--- src/rtl/fifo_pkg.sv ---
// Shared constants for the FIFO models: legal data widths, skid-buffer depth
// and the occupancy counter width.
package fifo_pkg;

    localparam int DW_9      = 9;
    localparam int DW_18     = 18;
    localparam int DW_36     = 36;
    localparam int BUF_DEPTH = 2;
    localparam int OCC_W     = 2;

    typedef logic [OCC_W-1:0] occ_t;

    function automatic bit legal_width(input int w);
        return (w == DW_9) || (w == DW_18) || (w == DW_36);
    endfunction

endpackage

--- src/rtl/fifo_rd_skid_buf.sv ---
// Two-entry in-order buffer with 1-bit wrapping pointers and an occupancy count.
// Data storage is deliberately not reset; only pointers and occupancy are.
module fifo_rd_skid_buf
    import fifo_pkg::*;
#(
    parameter int DATA_WIDTH = 36
) (
    input  logic                  clk_i,
    input  logic                  rst_ni,
    input  logic                  clear_i,
    input  logic                  wr_en_i,
    input  logic [DATA_WIDTH-1:0] wr_data_i,
    input  logic                  rd_en_i,
    output logic [DATA_WIDTH-1:0] rd_data_o,
    output occ_t                  occ_o
);

    logic [DATA_WIDTH-1:0] mem_q [BUF_DEPTH];
    logic                  wr_ptr_q;
    logic                  rd_ptr_q;
    occ_t                  occ_q;
    logic                  wr_ok;
    logic                  rd_ok;

    // A write into a full buffer is only taken when the same cycle frees a slot.
    assign wr_ok = wr_en_i & ((occ_q != occ_t'(BUF_DEPTH)) | rd_en_i);
    assign rd_ok = rd_en_i & (occ_q != '0);

    always_ff @(posedge clk_i or negedge rst_ni) begin
        if (!rst_ni) begin
            wr_ptr_q <= 1'b0;
            rd_ptr_q <= 1'b0;
            occ_q    <= '0;
        end else if (clear_i) begin
            wr_ptr_q <= 1'b0;
            rd_ptr_q <= 1'b0;
            occ_q    <= '0;
        end else begin
            if (wr_ok) wr_ptr_q <= ~wr_ptr_q;
            if (rd_ok) rd_ptr_q <= ~rd_ptr_q;
            occ_q <= occ_q + occ_t'(wr_ok) - occ_t'(rd_ok);
        end
    end

    always_ff @(posedge clk_i) begin
        if (wr_ok && !clear_i) mem_q[wr_ptr_q] <= wr_data_i;
    end

    assign rd_data_o = mem_q[rd_ptr_q];
    assign occ_o     = occ_q;

endmodule

--- src/rtl/fifo_rd_streamer.sv ---
// Turns a 1-cycle-latency FIFO read port into a valid/ready stream at 1 beat/cycle.
// Optional sticky error flag enabled by defining FIFO_RD_STREAMER_ERR_EN.
module fifo_rd_streamer
    import fifo_pkg::*;
#(
    parameter int DATA_WIDTH = 36
) (
    input  logic                  CLK,
    input  logic                  RESET_N,
    input  logic                  CLEAR,
    input  logic                  FIFO_EMPTY,
    input  logic                  FIFO_UNDERFLOW,
    input  logic [DATA_WIDTH-1:0] FIFO_RD_DATA,
    output logic                  FIFO_RD_EN,
    output logic                  M_VALID,
    input  logic                  M_READY,
    output logic [DATA_WIDTH-1:0] M_DATA,
    output logic                  ERR
);

    if (!legal_width(DATA_WIDTH)) begin : g_bad_width
        $error("fifo_rd_streamer: DATA_WIDTH %0d is not one of 9, 18, 36", DATA_WIDTH);
    end

    occ_t       occ;
    logic       inflight_q;
    logic       pop;
    logic       room;

    assign M_VALID = (occ != '0);
    assign pop     = M_VALID & M_READY;
    // Room for one more word counting the one already requested; a pop frees a slot now.
    assign room    = ({1'b0, occ} + {2'b00, inflight_q}) < 3'd2;
    assign FIFO_RD_EN = RESET_N & ~FIFO_EMPTY & ~CLEAR & (room | pop);

    always_ff @(posedge CLK or negedge RESET_N) begin
        if (!RESET_N) inflight_q <= 1'b0;
        else          inflight_q <= FIFO_RD_EN;
    end

    fifo_rd_skid_buf #(
        .DATA_WIDTH(DATA_WIDTH)
    ) u_buf (
        .clk_i     (CLK),
        .rst_ni    (RESET_N),
        .clear_i   (CLEAR),
        .wr_en_i   (inflight_q),
        .wr_data_i (FIFO_RD_DATA),
        .rd_en_i   (pop),
        .rd_data_o (M_DATA),
        .occ_o     (occ)
    );

`ifdef FIFO_RD_STREAMER_ERR_EN
    logic err_q;
    logic overflow;

    assign overflow = inflight_q & (occ == occ_t'(BUF_DEPTH)) & ~pop;

    always_ff @(posedge CLK or negedge RESET_N) begin
        if (!RESET_N)                         err_q <= 1'b0;
        else if (CLEAR)                       err_q <= 1'b0;
        else if (FIFO_UNDERFLOW || overflow)  err_q <= 1'b1;
    end

    assign ERR = err_q;
`else
    logic unused_underflow;
    assign unused_underflow = FIFO_UNDERFLOW;
    assign ERR = 1'b0;
`endif

endmodule

--- config.mk ---
export PLATFORM = sky130hd
export DESIGN_NAME = fifo_rd_streamer
export DESIGN_NICKNAME = d
export VERILOG_FILES = /design/src/rtl/fifo_pkg.sv /design/src/rtl/fifo_rd_skid_buf.sv /design/src/rtl/fifo_rd_streamer.sv
export SDC_FILE = /design/constraint.sdc
export NUM_CORES = 1
export LEC_CHECK = 0
export ABC_CLOCK_PERIOD_IN_PS = 4700
export CORE_ASPECT_RATIO = 1.5
export CORE_MARGIN = 2
export CORE_UTILIZATION = 25
export CTS_CLUSTER_DIAMETER = 80
export DETAILED_ROUTE_END_ITERATION = 8
export DONT_BUFFER_PORTS = 1
export PLACE_DENSITY = 0.34
export SYNTH_ARGS = -nofsm -noshare
export SYNTH_HDL_FRONTEND = slang
export SYNTH_HIERARCHICAL = 1
export SYNTH_SLANG_ARGS = --single-unit
--- constraint.sdc ---
create_clock -name CLK -period 4.7 [get_ports CLK]
set_input_delay 0.94 -clock CLK [delete_from_list [all_inputs] [get_ports CLK]]
set_output_delay 0.94 -clock CLK [all_outputs]
set_load 0.005 [all_outputs]
==> results.yml <==
sta:
  tightestPinTransition_ps: 913.2
  setup_viol: 0
  finalWorstPathRequiredPeriod_ps: 2685
  fin_crit_sh_pct: 57.13
  hold_viol: 0
  relSlewSlack_pct: 39.12
  fmax_mhz: 372.4
  fin_tns_setup_ps: 0
  drv_slew: 0
  skew_ps: 5.297
  rsz0062_at_grt: "no"
  worst_slack_ps: 2015
floorplan:
  dieArea_mm2: 0.01252
  start_util_pct: 25.47
  num_io_pins: 81
  core_region_area_mm2: 0.01141
  die_y_um: 136.1
  row_count: 48
  die_w_um: 92.04
power_and_ir_drop:
  ir_drop_mv: 0.1625
  finalPower_uw: 1433
  cellLeakagePower_uw: 0.001095
  p_per_area_mw_per_mm2: 423.7
placement:
  pre_cts_slack_ps: 2301
  portBuffers: 0
  gp_congestion: 0.5981
cts:
  post_cts_resized: 0
  htreeDepth: 3
  clk_pin_slew_ps: 50
  numClockSinks: 77
  clk_path_buf_depth: 2
  clk_latency_ps: 320
  holdBufCountCts: 0
  cts_buffers: 9
  cts-root-buf: "clkbuf_16"
  tritoncts: "built"
  cts_setup_buffers: 0
drt:
  wl_per_cell_um: 16.79
  drc: 0
  ant_nets: 0
  drt_iter0_drc: 100
  routed_via_density: 4.059
  routed_wl_um: 5120
  vias: 1238
  drt-pass1-iter-count: 4
synth:
  synth_warnings: 6
  syn_avg_cell_area_um2: 20.61
  synthTopCellsByArea: "edfxtp_1, mux2_2, dfrtp_1, buf_4, ha_1"
  synth_cell_types: 22
  synth_fp_nets: 185
  yosysSeqAreaShare_pct: 78.69
  synth_top_cell_area_share_pct: 74.39
  ys_ff_latch: 77
  synth_cells: 141
  synth_area_leader_cell: "edfxtp_1"
  syn_area_mm2: 0.002907
layout:
  n_antenna_cell: 0
  drive_above_1_share_pct: 39.35
  final_core_util_pct: 29.63
  syn_to_final_growth_pct: 16.32
  nFillCells: 1149
  nNetsFinal: 195
grt:
  grt_max_degree: 38
  grt_pass1_vias: 1416
  antenna_found_initial: 0
  grt-ovfl-total: 0
  grt_usage_pct: 8.638
  grt_pass1_wl_um: 7686
setup_path:
  critical_path.top_delay_family: "flip-flops"
  critical_path_class: "reg2out"
  startpoint_type: "register"
  crit_path_top_delay_cell: "dfrtp_2"
  critPathBufInv: 0
  path_cells: "mux2_2"
  r2r_end: "u_buf/occ_o[1]$_DFF_PN0_"
  cp.required_ps: 3760
  crit_fanout: 37
  critPathArrivalTime_ps: 1750
  cpPeakStageDelay_ps: 970
  reg2reg_slack_ps: 2640
  ff2ff_path_depth: 8
  setup.worst_path.end_class: "output pin"
  cp-startpoint: "u_buf/rd_ptr_q$_DFFE_PN0P_"
  rr_startpoint: "u_buf/occ_o[0]$_DFF_PN0_"
worst_hold_path:
  hold_path.class: "in2async"
job:
  drv_cap: 0
run_status:
  outcome: "finished clean"
how the worst max path moves through the flow:
stage,to,depth (start not counted)
after floorplan,u_buf/mem_q[1][0]$_DFFE_PP_,3
after global placement,M_DATA[28],1
after detailed placement,M_DATA[28],1
after CTS,M_DATA[28],1
after global routing,M_DATA[23],1
final,M_DATA[28],1
sequential cells by signal (all words and copies together), names as in the netlist:
signal	cells
u_buf/rd_ptr_q	1
inflight_q	1
u_buf/mem_q	72
u_buf/occ_o	2
u_buf/wr_ptr_q	1
power by group:
group / total (uW) / switching [uW] / internal, uW
Sequential: 766 / 5.52 / 761
Combinational: 25.5 / 12.9 / 12.7
Clock: 641 / 239 / 402
Total: 1430 / 258 / 1170
synth_stat cells:
cell and count:
buf_4 4, nor2_1 4, or2_4 1, inv_2 1, mux2_2 36, and2_4 1
xor2_1 1, buf_2 1, ha_1 2, mux2_4 1, nor3_1 1, o211a_1 1
a21oi_1 1, nor2b_1 2, xnor2_1 2, inv_1 1, o21a_1 1, edfxtp_1 72
conb_1 1, o31ai_4 1, nor3b_1 1, dfrtp_1 5
cells in the final DEF, fill, tap and decap left out:
master	count
clkinvlp_4	1
xnor2_1	2
nor2b_1	2
buf_4	4
edfxtp_1	72
nor2_1	4
mux2_2	36
clkinv_2	2
or2_4	1
ha_1	2
nor3_2	1
and2_4	1
dfrtp_2	1
inv_1	1
mux2_4	1
bufinv_16	1
o21a_1	1
a21oi_1	1
inv_2	1
o31ai_4	1
o211a_1	1
xor2_1	1
dfrtp_1	4
clkbuf_16	9
nor3b_2	1
clkinv_1	2
conb_1	1
per-layer routing:
layer | GRT usage [%] | part of all wire (%)
met2 | 15.20 | 57
met1 | 8.324 | 34
met5 | 0 | 0
met4 | 5.473 | 2.1
met3 | 3.492 | 7.1
stage by stage:
stage	area [um2]	hold slack, ps	instances
5_1_grt	3381	282.0	305
4_1_cts	3381	283.0	305
3_3_place_gp	3100	642.0	290
6_report	3381	306.9	305
3_5_place_dp	3100	644.6	290
2_1_floorplan	2907	616.4	141
logic make-up after synthesis:
family	Yosys count	synth area share, %
DFF	77	78.69
muxes	37	14.46
and+or+nand+nor	10	1.980
buffers and inverters	7	1.463
AOI/OAI and AO/OA	4	1.507
xor gates and xnor gates	3	0.9042
adders and majority gates	2	0.8608
other	1	0.1290
cell type report:
class | instances | area (um2) | share of cell area (%)
clock buffer | 9 | 225.2 | 6.662
inverter | 2 | 7.507 | 0.2221
tap | 150 | 187.7 | 5.551
clock inverter | 6 | 55.05 | 1.628
timing repair buffer | 4 | 30.03 | 0.8882
sequential | 77 | 2288 | 67.69
multi-input combinational | 57 | 586.8 | 17.36
Note: power is estimated with default switching activity, not from simulation.
